**src/rtl/fb_fill_sched_pkg.sv**
```systemverilog
// Shared constants for the frame-buffer fill scheduler: screen geometry,
// address widths, FSM encodings and the clip helper.
package fb_fill_sched_pkg;

    localparam int H_RES_DEF   = 640;
    localparam int V_RES_DEF   = 480;
    localparam int COLOR_W_DEF = 12;
    localparam int X_W         = 10;
    localparam int Y_W         = 9;

    localparam logic [1:0] ST_IDLE   = 2'd0;
    localparam logic [1:0] ST_SETUP  = 2'd1;
    localparam logic [1:0] ST_STROBE = 2'd2;
    localparam logic [1:0] ST_DONE   = 2'd3;

    // Last covered coordinate of a span clipped to limit; 11 bits so start+len cannot wrap.
    function automatic logic [10:0] clip_last(input logic [10:0] start,
                                              input logic [10:0] len,
                                              input logic [10:0] limit);
        logic [10:0] stop;
        stop = start + len;
        if (stop > limit) begin
            stop = limit;
        end
        return stop - 11'd1;
    endfunction

endpackage

```
**src/rtl/fb_fill_sched_rr_arb2.sv**
```systemverilog
// Two-way round-robin arbiter; on a tie the requester that did not win last is chosen.
module rr_arb2 (
    input  logic       clk,
    input  logic       rst,
    input  logic [1:0] req,
    input  logic       advance,
    output logic [1:0] grant
);

    logic last_reg;

    always_comb begin
        grant = 2'b00;
        case (req)
            2'b01:   grant = 2'b01;
            2'b10:   grant = 2'b10;
            2'b11:   grant = last_reg ? 2'b01 : 2'b10;
            default: grant = 2'b00;
        endcase
    end

    always_ff @(posedge clk) begin
        if (rst) begin
            last_reg <= 1'b1;
        end else if (advance && (grant != 2'b00)) begin
            last_reg <= grant[1];
        end
    end

endmodule

```
**src/rtl/fb_fill_sched.sv**
```systemverilog
// Frame-buffer write-port scheduler: arbitrates two rectangle painters, clips the
// winner to the screen and streams it into the buffer at two cycles per pixel.
module fb_fill_sched
    import fb_fill_sched_pkg::*;
#(
    parameter int H_RES   = H_RES_DEF,
    parameter int V_RES   = V_RES_DEF,
    parameter int COLOR_W = COLOR_W_DEF
) (
    input  logic                   clk,
    input  logic                   rst,
    input  logic [1:0]             req,
    input  logic [2*X_W-1:0]       req_x,
    input  logic [2*Y_W-1:0]       req_y,
    input  logic [2*X_W-1:0]       req_w,
    input  logic [2*Y_W-1:0]       req_h,
    input  logic [2*COLOR_W-1:0]   req_color,
    output logic [1:0]             gnt,
    output logic                   done,
    output logic                   done_id,
    output logic                   busy,
    output logic                   Load,
    output logic [Y_W-1:0]         HAddr,
    output logic [X_W-1:0]         LAddr,
    output logic [COLOR_W-1:0]     Data
);

    logic [X_W-1:0]     fx [2];
    logic [Y_W-1:0]     fy [2];
    logic [X_W-1:0]     fw [2];
    logic [Y_W-1:0]     fh [2];
    logic [COLOR_W-1:0] fc [2];

    genvar gi;
    generate
        for (gi = 0; gi < 2; gi++) begin : g_fields
            assign fx[gi] = req_x[X_W*gi +: X_W];
            assign fy[gi] = req_y[Y_W*gi +: Y_W];
            assign fw[gi] = req_w[X_W*gi +: X_W];
            assign fh[gi] = req_h[Y_W*gi +: Y_W];
            assign fc[gi] = req_color[COLOR_W*gi +: COLOR_W];
        end
    endgenerate

    logic [1:0]         state_reg, state_next;
    logic [1:0]         arb_grant;
    logic               win;
    logic [X_W-1:0]     sx, sw;
    logic [Y_W-1:0]     sy, sh;
    logic [COLOR_W-1:0] sc;
    logic [10:0]        x_end_c, y_end_c;
    logic               empty_c;

    logic [X_W-1:0]     x_start_reg, col_reg;
    logic [Y_W-1:0]     row_reg;
    logic [10:0]        x_end_reg, y_end_reg;
    logic [COLOR_W-1:0] color_reg;
    logic               id_reg;
    logic               last_col, last_row;

    logic [1:0]         gnt_reg;
    logic               done_reg, done_id_reg, busy_reg, load_reg;
    logic [Y_W-1:0]     haddr_reg;
    logic [X_W-1:0]     laddr_reg;
    logic [COLOR_W-1:0] data_reg;

    rr_arb2 u_arb (
        .clk     (clk),
        .rst     (rst),
        .req     (req),
        .advance (state_reg == ST_IDLE),
        .grant   (arb_grant)
    );

    assign win = arb_grant[1];
    assign sx  = fx[win];
    assign sy  = fy[win];
    assign sw  = fw[win];
    assign sh  = fh[win];
    assign sc  = fc[win];

    assign x_end_c = clip_last({1'b0, sx}, {1'b0, sw}, 11'(H_RES));
    assign y_end_c = clip_last({2'b0, sy}, {2'b0, sh}, 11'(V_RES));
    assign empty_c = (sw == '0) || (sh == '0) ||
                     ({1'b0, sx} >= 11'(H_RES)) || ({2'b0, sy} >= 11'(V_RES));

    assign last_col = ({1'b0, col_reg} == x_end_reg);
    assign last_row = ({2'b0, row_reg} == y_end_reg);

    always_comb begin
        state_next = state_reg;
        case (state_reg)
            ST_IDLE:   if (req != 2'b00) state_next = empty_c ? ST_DONE : ST_SETUP;
            ST_SETUP:  state_next = ST_STROBE;
            ST_STROBE: state_next = (last_col && last_row) ? ST_DONE : ST_SETUP;
            ST_DONE:   state_next = ST_IDLE;
            default:   state_next = ST_IDLE;
        endcase
    end

    always_ff @(posedge clk) begin
        if (rst) begin
            state_reg   <= ST_IDLE;
            gnt_reg     <= 2'b00;
            done_reg    <= 1'b0;
            done_id_reg <= 1'b0;
            busy_reg    <= 1'b0;
            load_reg    <= 1'b0;
            haddr_reg   <= '0;
            laddr_reg   <= '0;
            data_reg    <= '0;
            x_start_reg <= '0;
            x_end_reg   <= '0;
            y_end_reg   <= '0;
            col_reg     <= '0;
            row_reg     <= '0;
            color_reg   <= '0;
            id_reg      <= 1'b0;
        end else begin
            state_reg <= state_next;
            busy_reg  <= (state_next != ST_IDLE);
            gnt_reg   <= 2'b00;
            done_reg  <= 1'b0;
            load_reg  <= 1'b0;
            case (state_reg)
                ST_IDLE: begin
                    if (req != 2'b00) begin
                        gnt_reg     <= arb_grant;
                        id_reg      <= win;
                        x_start_reg <= sx;
                        x_end_reg   <= x_end_c;
                        y_end_reg   <= y_end_c;
                        col_reg     <= sx;
                        row_reg     <= sy;
                        color_reg   <= sc;
                    end
                end
                ST_SETUP: begin
                    haddr_reg <= row_reg;
                    laddr_reg <= col_reg;
                    data_reg  <= color_reg;
                end
                ST_STROBE: begin
                    // Counters move now; the address outputs only follow in SETUP,
                    // which keeps them stable across the Load rising edge.
                    load_reg <= 1'b1;
                    if (last_col) begin
                        col_reg <= x_start_reg;
                        if (!last_row) begin
                            row_reg <= row_reg + 1'b1;
                        end
                    end else begin
                        col_reg <= col_reg + 1'b1;
                    end
                end
                ST_DONE: begin
                    done_reg    <= 1'b1;
                    done_id_reg <= id_reg;
                end
                default: ;
            endcase
        end
    end

    assign gnt     = gnt_reg;
    assign done    = done_reg;
    assign done_id = done_id_reg;
    assign busy    = busy_reg;
    assign Load    = load_reg;
    assign HAddr   = haddr_reg;
    assign LAddr   = laddr_reg;
    assign Data    = data_reg;

endmodule
```
**config.mk**
```make
export PLATFORM = sky130hd
export DESIGN_NAME = fb_fill_sched
export DESIGN_NICKNAME = d
export VERILOG_FILES = /design/src/rtl/fb_fill_sched_pkg.sv /design/src/rtl/fb_fill_sched_rr_arb2.sv /design/src/rtl/fb_fill_sched.sv
export SDC_FILE = /design/constraint.sdc
export NUM_CORES = 1
export LEC_CHECK = 0
export ABC_CLOCK_PERIOD_IN_PS = 6500
export CORE_UTILIZATION = 52
export DETAILED_ROUTE_END_ITERATION = 10
export MAX_ROUTING_LAYER = met4
export PLACE_DENSITY = 0.79
export SYNTH_ARGS = -nofsm -noshare
export SYNTH_HDL_FRONTEND = slang
export SYNTH_SLANG_ARGS = --single-unit
```
**constraint.sdc**
```tcl
create_clock -name clk -period 6.5 [get_ports clk]
set_input_delay 0.65 -clock clk [delete_from_list [all_inputs] [get_ports clk]]
set_output_delay 0.65 -clock clk [all_outputs]
set_load 0.01 [all_outputs]
```
## Word-level counts from Yosys, hierarchy flattened

Cells that the tools add are included.

- Register bits: 104
- Input port bits: 104
- Output and inout port bits: 37

- Reduce and logical (&&, ||, !) cells: 16
- Equal/unequal tests: 11
- $lt $le $gt $ge: 5
- Mux-type cells: 32
- Bitwise gates (word level): 3
- $add $sub $neg: 6

Operators by type and width:

| cell | number |
|---|---|
| $mux 10 | 9 |
| $mux 9 | 9 |
| $mux 12 | 3 |
| $sub 11x1->11 const B | 2 |
| $pmux 10 s2 | 1 |
| $pmux 9 s2 | 1 |
| $add 10x10->11 | 1 |
| $eq 10x11->1 | 1 |
| $eq 9x11->1 | 1 |
| $gt 11x10->1 const B | 1 |
| $mux 11 | 1 |
| $add 10x1->10 const B | 1 |
| $add 9x9->10 | 1 |
| $ge 10x10->1 const B | 1 |
| $gt 10x9->1 const B | 1 |
| $logic_not 10->1 | 1 |
| $add 9x1->9 const B | 1 |
| $ge 9x9->1 const B | 1 |
| $logic_not 9->1 | 1 |
| $eq 2x2->1 const B | 4 |
| $mux 2 | 4 |
| $pmux 2 s4 | 1 |
| $reduce_bool 2->1 | 4 |
| $ne 2x2->1 const B | 3 |
| other kinds (12) | 19 |

## Longest topological paths before layout

Gate-level depths: netlist (run 1).

- Depth after elaboration: 14
- Gate-level depth with buffers: 25

## By module

A second synthesis (run 1) with hierarchy kept.

- Cells, all modules: 763
- Area total of the unflattened synthesis: 6304.8 µm²

Modules (own cells, without submodules):

| module | area an instance (µm²) | instances | cells an instance |
|---|---|---|---|
| fb_fill_sched | 6243.5 | 1 | 756 |
| rr_arb2 | 61.3 | 1 | 7 |

## Worst setup path after synthesis (run 1)

OpenSTA, ideal clock, no wires.

- Path kind: input port to flip-flop
- Start: input port req[1]
- End: register x_end_reg[8]
- Data arrival time: 5.517 ns
- Library setup time: 0.116 ns
- Stages on the path: 24
- Slack: 0.866 ns
- Path through: a21boi_1 buf_6 clkbuf_1 clkbuf_1 clkbuf_1 buf_1 nand2_1 nand2_1 ha_1 a221oi_1 nor3_1 or2_2 a311oi_2 nand4_1 a221oi_2 or2_0 buf_2 nand2_1 ha_1 buf_1 nand2_1 nor3_1 xor2_1 a31o_2

- Longest elaborated chain between the ends: 10
- Elaborated cells on any way between the ends: 17
- Classes of those cells: add/sub (2); order compare (1); eq/ne (3); mux (8); bitwise (1); reduce/logical (2)

RTL lines:

| item | RTL line | RTL |
|---|---|---|
| start, declared | fb_fill_sched.sv:12 | `input logic [1:0] req,` |
| $eq 2x2->1 or $eq 2x1->1 (tied branches) | fb_fill_sched_rr_arb2.sv:14 | `case (req)` |
| $pmux 2 s3 | fb_fill_sched_rr_arb2.sv:14 |  |
| $not 1->2 (implied by the code) | fb_fill_sched.sv:76, fb_fill_sched.sv:78 |  |
| $mux 10, on equally long branches (3 in a row) | fb_fill_sched.sv:76, fb_fill_sched.sv:78 |  |
| $add 10x10->11 | fb_fill_sched_pkg.sv:21 | `stop = start + len;` |
| $gt 11x10->1 | fb_fill_sched_pkg.sv:22 | `if (stop > limit) begin` |
| $mux 11 | fb_fill_sched_pkg.sv:22 |  |
| $sub 11x1->11 | fb_fill_sched_pkg.sv:25 | `return stop - 11'd1;` |
| end signal, assigned | fb_fill_sched.sv:131 | `x_end_reg <= x_end_c;` |
| end, declared | fb_fill_sched.sv:56 | `logic [10:0] x_end_reg, y_end_reg;` |

Several ways; a longest one is shown, not always the timed one. The select of a mux whose other input is x is not followed.
A chain may end at the register's enable or synchronous reset.

## Worst setup path after layout (run 1)

- Start: input port req[1]
- End: register x_end_reg[8]

- Longest elaborated chain between the ends: 10
- Elaborated cells on any way between the ends: 17
- Classes of those cells: add/sub (2); order compare (1); eq/ne (3); mux (8); bitwise (1); reduce/logical (2)

RTL lines:

| item | RTL line | RTL |
|---|---|---|
| $eq 2x2->1 or $eq 2x1->1 (tied branches) | fb_fill_sched_rr_arb2.sv:14 |  |
| $pmux 2 s3 * | fb_fill_sched_rr_arb2.sv:14 |  |
| $not 1->2 (implied by the code) * | fb_fill_sched.sv:76 | `assign sx = fx[win];` |
| $mux 10 (implied by the code) * (3 in a row) | fb_fill_sched.sv:76 |  |
| via sx[6] | fb_fill_sched.sv:48 | `logic [X_W-1:0] sx, sw;` |
| $add 10x10->11 * | fb_fill_sched_pkg.sv:21 |  |
| $gt 11x10->1 | fb_fill_sched_pkg.sv:22 |  |
| $mux 11 * | fb_fill_sched_pkg.sv:22 |  |
| $sub 11x1->11 * | fb_fill_sched_pkg.sv:25 |  |

The timed path passes the listed nets; every way through them passes the cells marked *. The select of a mux whose other input is x is not followed.

==> results of run 1 <==
==> kinds of logic (layout without fill, tap and decap cells) <==
kind of cell / Yosys count / count (layout)
buffers and inverters: 69 / 178
and+or+nand+nor: 383 / 383
muxes: 24 / 24
adders and majority gates: 21 / 21
DFF: 104 / 104
AOI/OAI and AO/OA: 220 / 220
xor gates and xnor gates: 53 / 53
==> worst max-delay path: stages <==
cell             delay, ns
clkdlybuf4s50_1       0.53
a21boi_4              0.52
buf_4                 0.48
nand2_1               0.14
nand2_1               0.08
ha_1                  0.31
nor3b_1               0.18
a31oi_1               0.14
o311ai_0              0.18
a311oi_2              0.36
nand4_1               0.25
a221oi_2              0.53
or2_0                 0.35
nand2_1               0.10
ha_1                  0.29
nand2_1               0.09
nor3_1                0.06
xor2_1                0.16
a31o_2                0.24
==> cell usage in the layout (no fill, tap or decap), types with 4 or more instances in the layout <==
master           netlist  layout
a21oi_1               75      75
a311oi_1              21      21
a211o_1                5       5
nand2_1              217     217
or3_1                 10      10
a21o_1                 6       6
nand2b_1               4       4
and3_1                 4       4
o21a_1                12      11
nor2_1                68      68
a31oi_1               11      11
inv_1                 16      16
dfxtp_1              104     104
nor4_1                11      11
nand4_1                5       5
xnor2_1               27      27
a211oi_1              11      11
nand3_1               21      21
mux2i_1               19      19
a22oi_1                4       4
nor3_1                16      16
nor2b_1                6       4
nor3b_1                4       4
clkbuf_16              0       9
ha_1                  20      20
o21ai_0               40      39
buf_4                  0       6
xor2_1                25      25
clkdlybuf4s50_1        0     139
==> per-layer routing <==
metal	routed length [um]	GRT usage
met1	8760	0.426
met2	7190	0.385
met3	1020	0.0356
met4	174	0.0580
met5	0	-
==> how the worst min path moves through the flow <==
stage,start,endpoint,slack [ns]
2_1_floorplan,y_end_reg[10],y_end_reg[10],0.43
3_3_place_gp,y_end_reg[9],y_end_reg[9],0.44
3_5_place_dp,y_end_reg[10],y_end_reg[10],0.45
4_1_cts,color_reg[5],Data[5],0.45
5_1_grt,color_reg[5],Data[5],0.46
6_report,LAddr[5],LAddr[5],0.45
==> per-stage QoR <==
| step | hold WS [ns] | worst slack (ns) | total power, mW | instance area [um^2] | util |
|---|---|---|---|---|---|
| 2_1_floorplan | 0.427 | 0.866 | 1.39 | 6510 | - |
| 3_3_place_gp | 0.435 | 0.895 | 1.62 | 7960 | 0.658 |
| 3_5_place_dp | 0.445 | 0.771 | 1.63 | 7960 | 0.658 |
| 4_1_cts | 0.455 | 1.14 | 2.26 | 8320 | 0.687 |
| 5_1_grt | 0.465 | 0.608 | 2.39 | 8320 | 0.687 |
| 6_report | 0.453 | 1.09 | 2.26 | 8320 | 0.687 |
==> final cells by class <==
cell class / instances / area (um^2)
tap: 168 / 210
multi-input combinational: 701 / 4170
fill: 1049 / 3790
sequential: 104 / 2080
inverter: 16 / 60.1
timing repair buffer: 146 / 1440
clock inverter: 6 / 115
clock buffer: 10 / 239
==> power by group <==
group / switching (mW) / internal [mW] / total, mW
clock network: 0.236 / 0.389 / 0.625
logic: 0.461 / 0.362 / 0.823
registers: 0.0833 / 0.726 / 0.809
total: 0.780 / 1.48 / 2.26
==> results.toml, run 1 <==
[synth]
synthArstFlopShare = 0
synth_common_cells = "217 x nand2_1, 104 x dfxtp_1, 75 x a21oi_1"
synth_fa_ha_area_frac = 0.0415
yosys_most_used_dff = "dfxtp_1"
synth_top_area_cell = "dfxtp_1"
synth_compound_area_frac = 0.229
netlist_instances = 874
yosysWarningCount = 0
postSynthRegisterBits = 104
synthDistinctLibCells = 68
synth-xor-area-share = 0.0725
syn_nets = 999
synth_area_leaders = "dfxtp_1 32%, nand2_1 13%, a21oi_1 5.8%"
yosys.area_share.simple = 0.257
syn_area_per_cell_um2 = 7.45
synth_area_um2 = 6510
synth_top_area_frac = 0.320
synth_edf_count = 0
synth_mux_area_frac = 0.0388
yosysMostFrequentCell = "nand2_1"
synth_seq_area_share = 0.320
synth_top_family_by_area = "simple AND/OR/NAND/NOR gates"

[sta]
fin_crit_sh = 0.833
slew_headroom = 0.174
grt_setup_unrepaired = "false"
clock.fmax_mhz = 185
maxSlewViolCount = 0
worst_slew_pin_slew_ns = 1.23
hold_viol_final = 0
setup_tns_ns = 0
finalCriticalPeriod_ns = 5.41
fin_skew_ns = 0.00829
setup_viol = 0

[final_layout]
drive_gt1_frac = 0.0488
final_net_count = 1103
instances_no_fill = 1151
syn2layout_area_growth_pct = 27.8
diodes = 0

[worst_setup_path]
reg2reg_to = "x_end_reg[8]"
cp.arrival_ns = 5.66
critPathLaunch = "req[1]"
r2r_setup_slack_ns = 1.59
cp-end-kind = "flop"
startpoint_type = "input pin"
worstSetupPathType = "in -> reg"
required_ns = 6.75
rr_worst_depth = 18
crit_fanout = 39
r2r-start = "u_arb.last_reg"
endpoint = "x_end_reg[8]"

[detailed_routing]
vias = 6526
dr.pass1.iters = 5
drt_iter0_drc = 531
wirelength_um = 17100
routedWlPerCell_um = 14.9
drc = 0
ant_nets = 0
drt-vias-per-instance = 5.67

[worst_hold_path]
hold_depth = 2
worst_hold_path_type = "reg -> reg"

[global_routing]
grt_pass1_wl_um = 28100
antenna_found_initial = 0
grt_pass1_vias = 5575
gr-usage-all-layers = 0.278
grt_overflow_total = 0
grt_max_degree = 96

[clock_tree]
clk_latency_ns = 0.35
cts_tree = "built"
post_cts_buffers = 0
cts-root-buf = "clkbuf_16"
cts_hold_buf = 0
clock_path_buffers = 2
clock-sinks = 104
cts-htree-levels = 3
cts_resized = 0
cts_buffers = 9
clkTransAtPathRegs_ns = 0.07

[floorplan]
io_pins = 141
dieHeight_um = 114
die-area_um2 = 13000
die_x_um = 114
fp-row-count = 40
start_util = 0.538
core_area_um2 = 12100

[placed_design]
hpwl_um = 12700
portBuffers = 140
place_inst = 1135
gp_congestion = 0.910

[power_and_ir_drop]
power.density_nw_per_um2 = 271
leakagePower_nw = 3.28
ir_drop_mv = 0.154

[job]
drv_cap = 0

[run_status]
status = "complete, no violations"
Power figures use the tool's default switching activity.
==> run 2, diff against run 1 <==
ABC_CLOCK_PERIOD_IN_PS = 4550   (was 6500)
CORE_UTILIZATION = 47   (was 52)
PLACE_DENSITY = 0.75   (was 0.79)
clock period = 4.55 ns   (was 6.5 ns; I/O delays follow)
==> run 2 against run 1 <==
Total power grew 45%. Clock skew shrank 0.0026 ns. Cell count grew 6.8%. Clock power grew 19%. Sequential power grew 42%. Combinational power grew 66%. Hold slack lost 0.0041 ns.
==> results.toml, run 2 (synthesis gave the netlist of run 1 again) <==
[clock_tree]
clock_path_buffers = 2
post_cts_buffers = 0
cts_tree = "built"
cts_hold_buf = 0
clkTransAtPathRegs_ns = 0.07
cts-htree-levels = 3
cts-root-buf = "clkbuf_16"
clk_latency_ns = 0.34
cts_resized = 0
clock-sinks = 104
cts_buffers = 9

[sta]
finalCriticalPeriod_ns = 4.32
maxSlewViolCount = 0
slew_headroom = 0.173
worst_slew_pin_slew_ns = 1.24
clock.fmax_mhz = 231
timing.hold.ws_ns = 0.449
setup_viol = 0
timing.final.ws_setup_ns = 0.229
hold_viol_final = 0
fin_skew_ns = 0.00573
grt_setup_unrepaired = "false"
fin_crit_sh = 0.950

[final_layout]
fillCellCount = 1209
final_cell_mix = "216 x nand2_1, 139 x clkdlybuf4s50_1, 104 x dfxtp_1"
mostFrequentLayoutCell = "nand2_1"
seqCellArea_um2 = 2080
final_net_count = 1173
multiInputGateArea_um2 = 4240
syn2layout_area_growth_pct = 36.1
drive_gt1_frac = 0.118
diodes = 0

[placed_design]
pre_cts_slack_ns = -0.135
hpwl_um = 13900
gp_congestion = 0.875
portBuffers = 140

[power_and_ir_drop]
power_frac_clock = 0.228
leakagePower_nw = 3.61
p_sw_mw = 1.15
seq_power_share = 0.352
ir_drop_mv = 0.186
p_comb_frac = 0.420
p_int_mw = 2.12
p_sw_frac = 0.351
power.density_nw_per_um2 = 369

[worst_setup_path]
worst-path-buf-inv = 3
required_ns = 4.80
r2r-start = "u_arb.last_reg"
cp_top_family = "compound AO/OA/AOI/OAI gates"
rr_worst_depth = 15
crit_fanout = 12
startpoint_type = "input pin"
worstSetupPathType = "in -> reg"
r2r_setup_slack_ns = 0.50
reg2reg_to = "y_end_reg[8]"
cp_common_cell = "ha_1"
critPathMaxStageDelay_ns = 0.52
crit_chain = "clkdlybuf4s50_1 > a21boi_4 > buf_12 > mux2i_1 > inv_1 > ha_1 > o21a_1 > and2_1 > a221o_1 > xnor2_2 > o41a_1 > nand2_1 > ha_1 > nand4_2 > or3_1 > a311oi_1"
cp-end-kind = "flop"
critPathSlowestCell = "clkdlybuf4s50_1"
cp.arrival_ns = 4.57

[detailed_routing]
drc = 0
dr.pass1.iters = 5
routedWlPerCell_um = 15.0
drt-vias-per-instance = 5.51
drt_iter0_drc = 437
wirelength_um = 18400
ant_nets = 0
vias = 6772

[global_routing]
grt_pass1_wl_um = 30800
gr-usage-all-layers = 0.270
antenna_found_initial = 0
grt_pass1_vias = 6409
grt_overflow_total = 0
grt_max_degree = 67

[worst_hold_path]
hp-start = "color_reg[11]"
worst_hold_path_type = "reg -> reg"
min_delay_worst_endpoint = "Data[11]"
hold_depth = 2

[floorplan]
dieHeight_um = 120
core_area_um2 = 13400
start_util = 0.486
die_x_um = 120
io_pins = 141
fp-row-count = 42
die-area_um2 = 14300

[job]
drv_cap = 0

[run_status]
status = "complete, no violations"
[run 2: power by group through the flow]
stage | clock network (mW) | registers (mW) | logic, mW
detailed placement | 0 | 1.17 | 1.36
global route | 0.796 | 1.17 | 1.52
floorplan | 0 | 1.14 | 0.892
global placement | 0 | 1.16 | 1.34
finish | 0.744 | 1.15 | 1.37
CTS | 0.754 | 1.15 | 1.37
[run 2: worst max-delay path by stage]
stage	from	to	slack, ns	cells past startpoint
after floorplan	req[1]	x_end_reg[8]	-0.27	25
after global placement	req[1]	y_end_reg[8]	-0.007	15
after detailed placement	req[1]	x_end_reg[4]	-0.13	17
after CTS	req[1]	x_end_reg[4]	0.22	17
after global routing	req[1]	y_end_reg[4]	0.009	18
final	req[1]	y_end_reg[8]	0.23	16
[run 2: cell type report]
cell class                 count  share of cell area
clock inverter                 4             0.00508
timing repair buffer         216               0.223
inverter                      16             0.00678
clock buffer                  12              0.0267
sequential                   104               0.235
tap                          176              0.0249
multi-input combinational    701               0.478
[run 2: per-stage QoR]
stage / instance area (um^2) / std cells / util / power [mW] / setup TNS [ns]
5_1_grt: 8860 / 1229 / 0.661 / 3.48 / 0
3_5_place_dp: 8560 / 1212 / 0.639 / 2.53 / -0.764
2_1_floorplan: 6680 / 874 / - / 2.03 / -0.628
4_1_cts: 8840 / 1228 / 0.660 / 3.27 / 0
3_3_place_gp: 8560 / 1212 / 0.639 / 2.50 / -0.00780
6_report: 8860 / 1229 / 0.661 / 3.27 / 0
[run 2: routing by layer]
layer  wire length (um)  part of all wire  track usage  up-vias
li1                   -                 -            -     3429
met1               9150              0.50        0.378     3121
met2               8120              0.44        0.408      203
met3                832             0.045       0.0323       19
met4                299             0.016       0.0805        0
met5                  0                 0            -        -
[run 2: worst reg2reg max path, stage by stage (launching register included)]
cell      delay [ns]
dfxtp_1         0.38
a21boi_4        0.41
buf_12          0.18
mux2i_1         0.23
inv_1           0.13
ha_1            0.39
o21a_1          0.21
and2_1          0.14
a221o_1         0.35
xnor2_2         0.16
o41a_1          0.45
nand2_1         0.09
ha_1            0.18
nand4_2         0.10
or3_1           0.32
a311oi_1        0.24
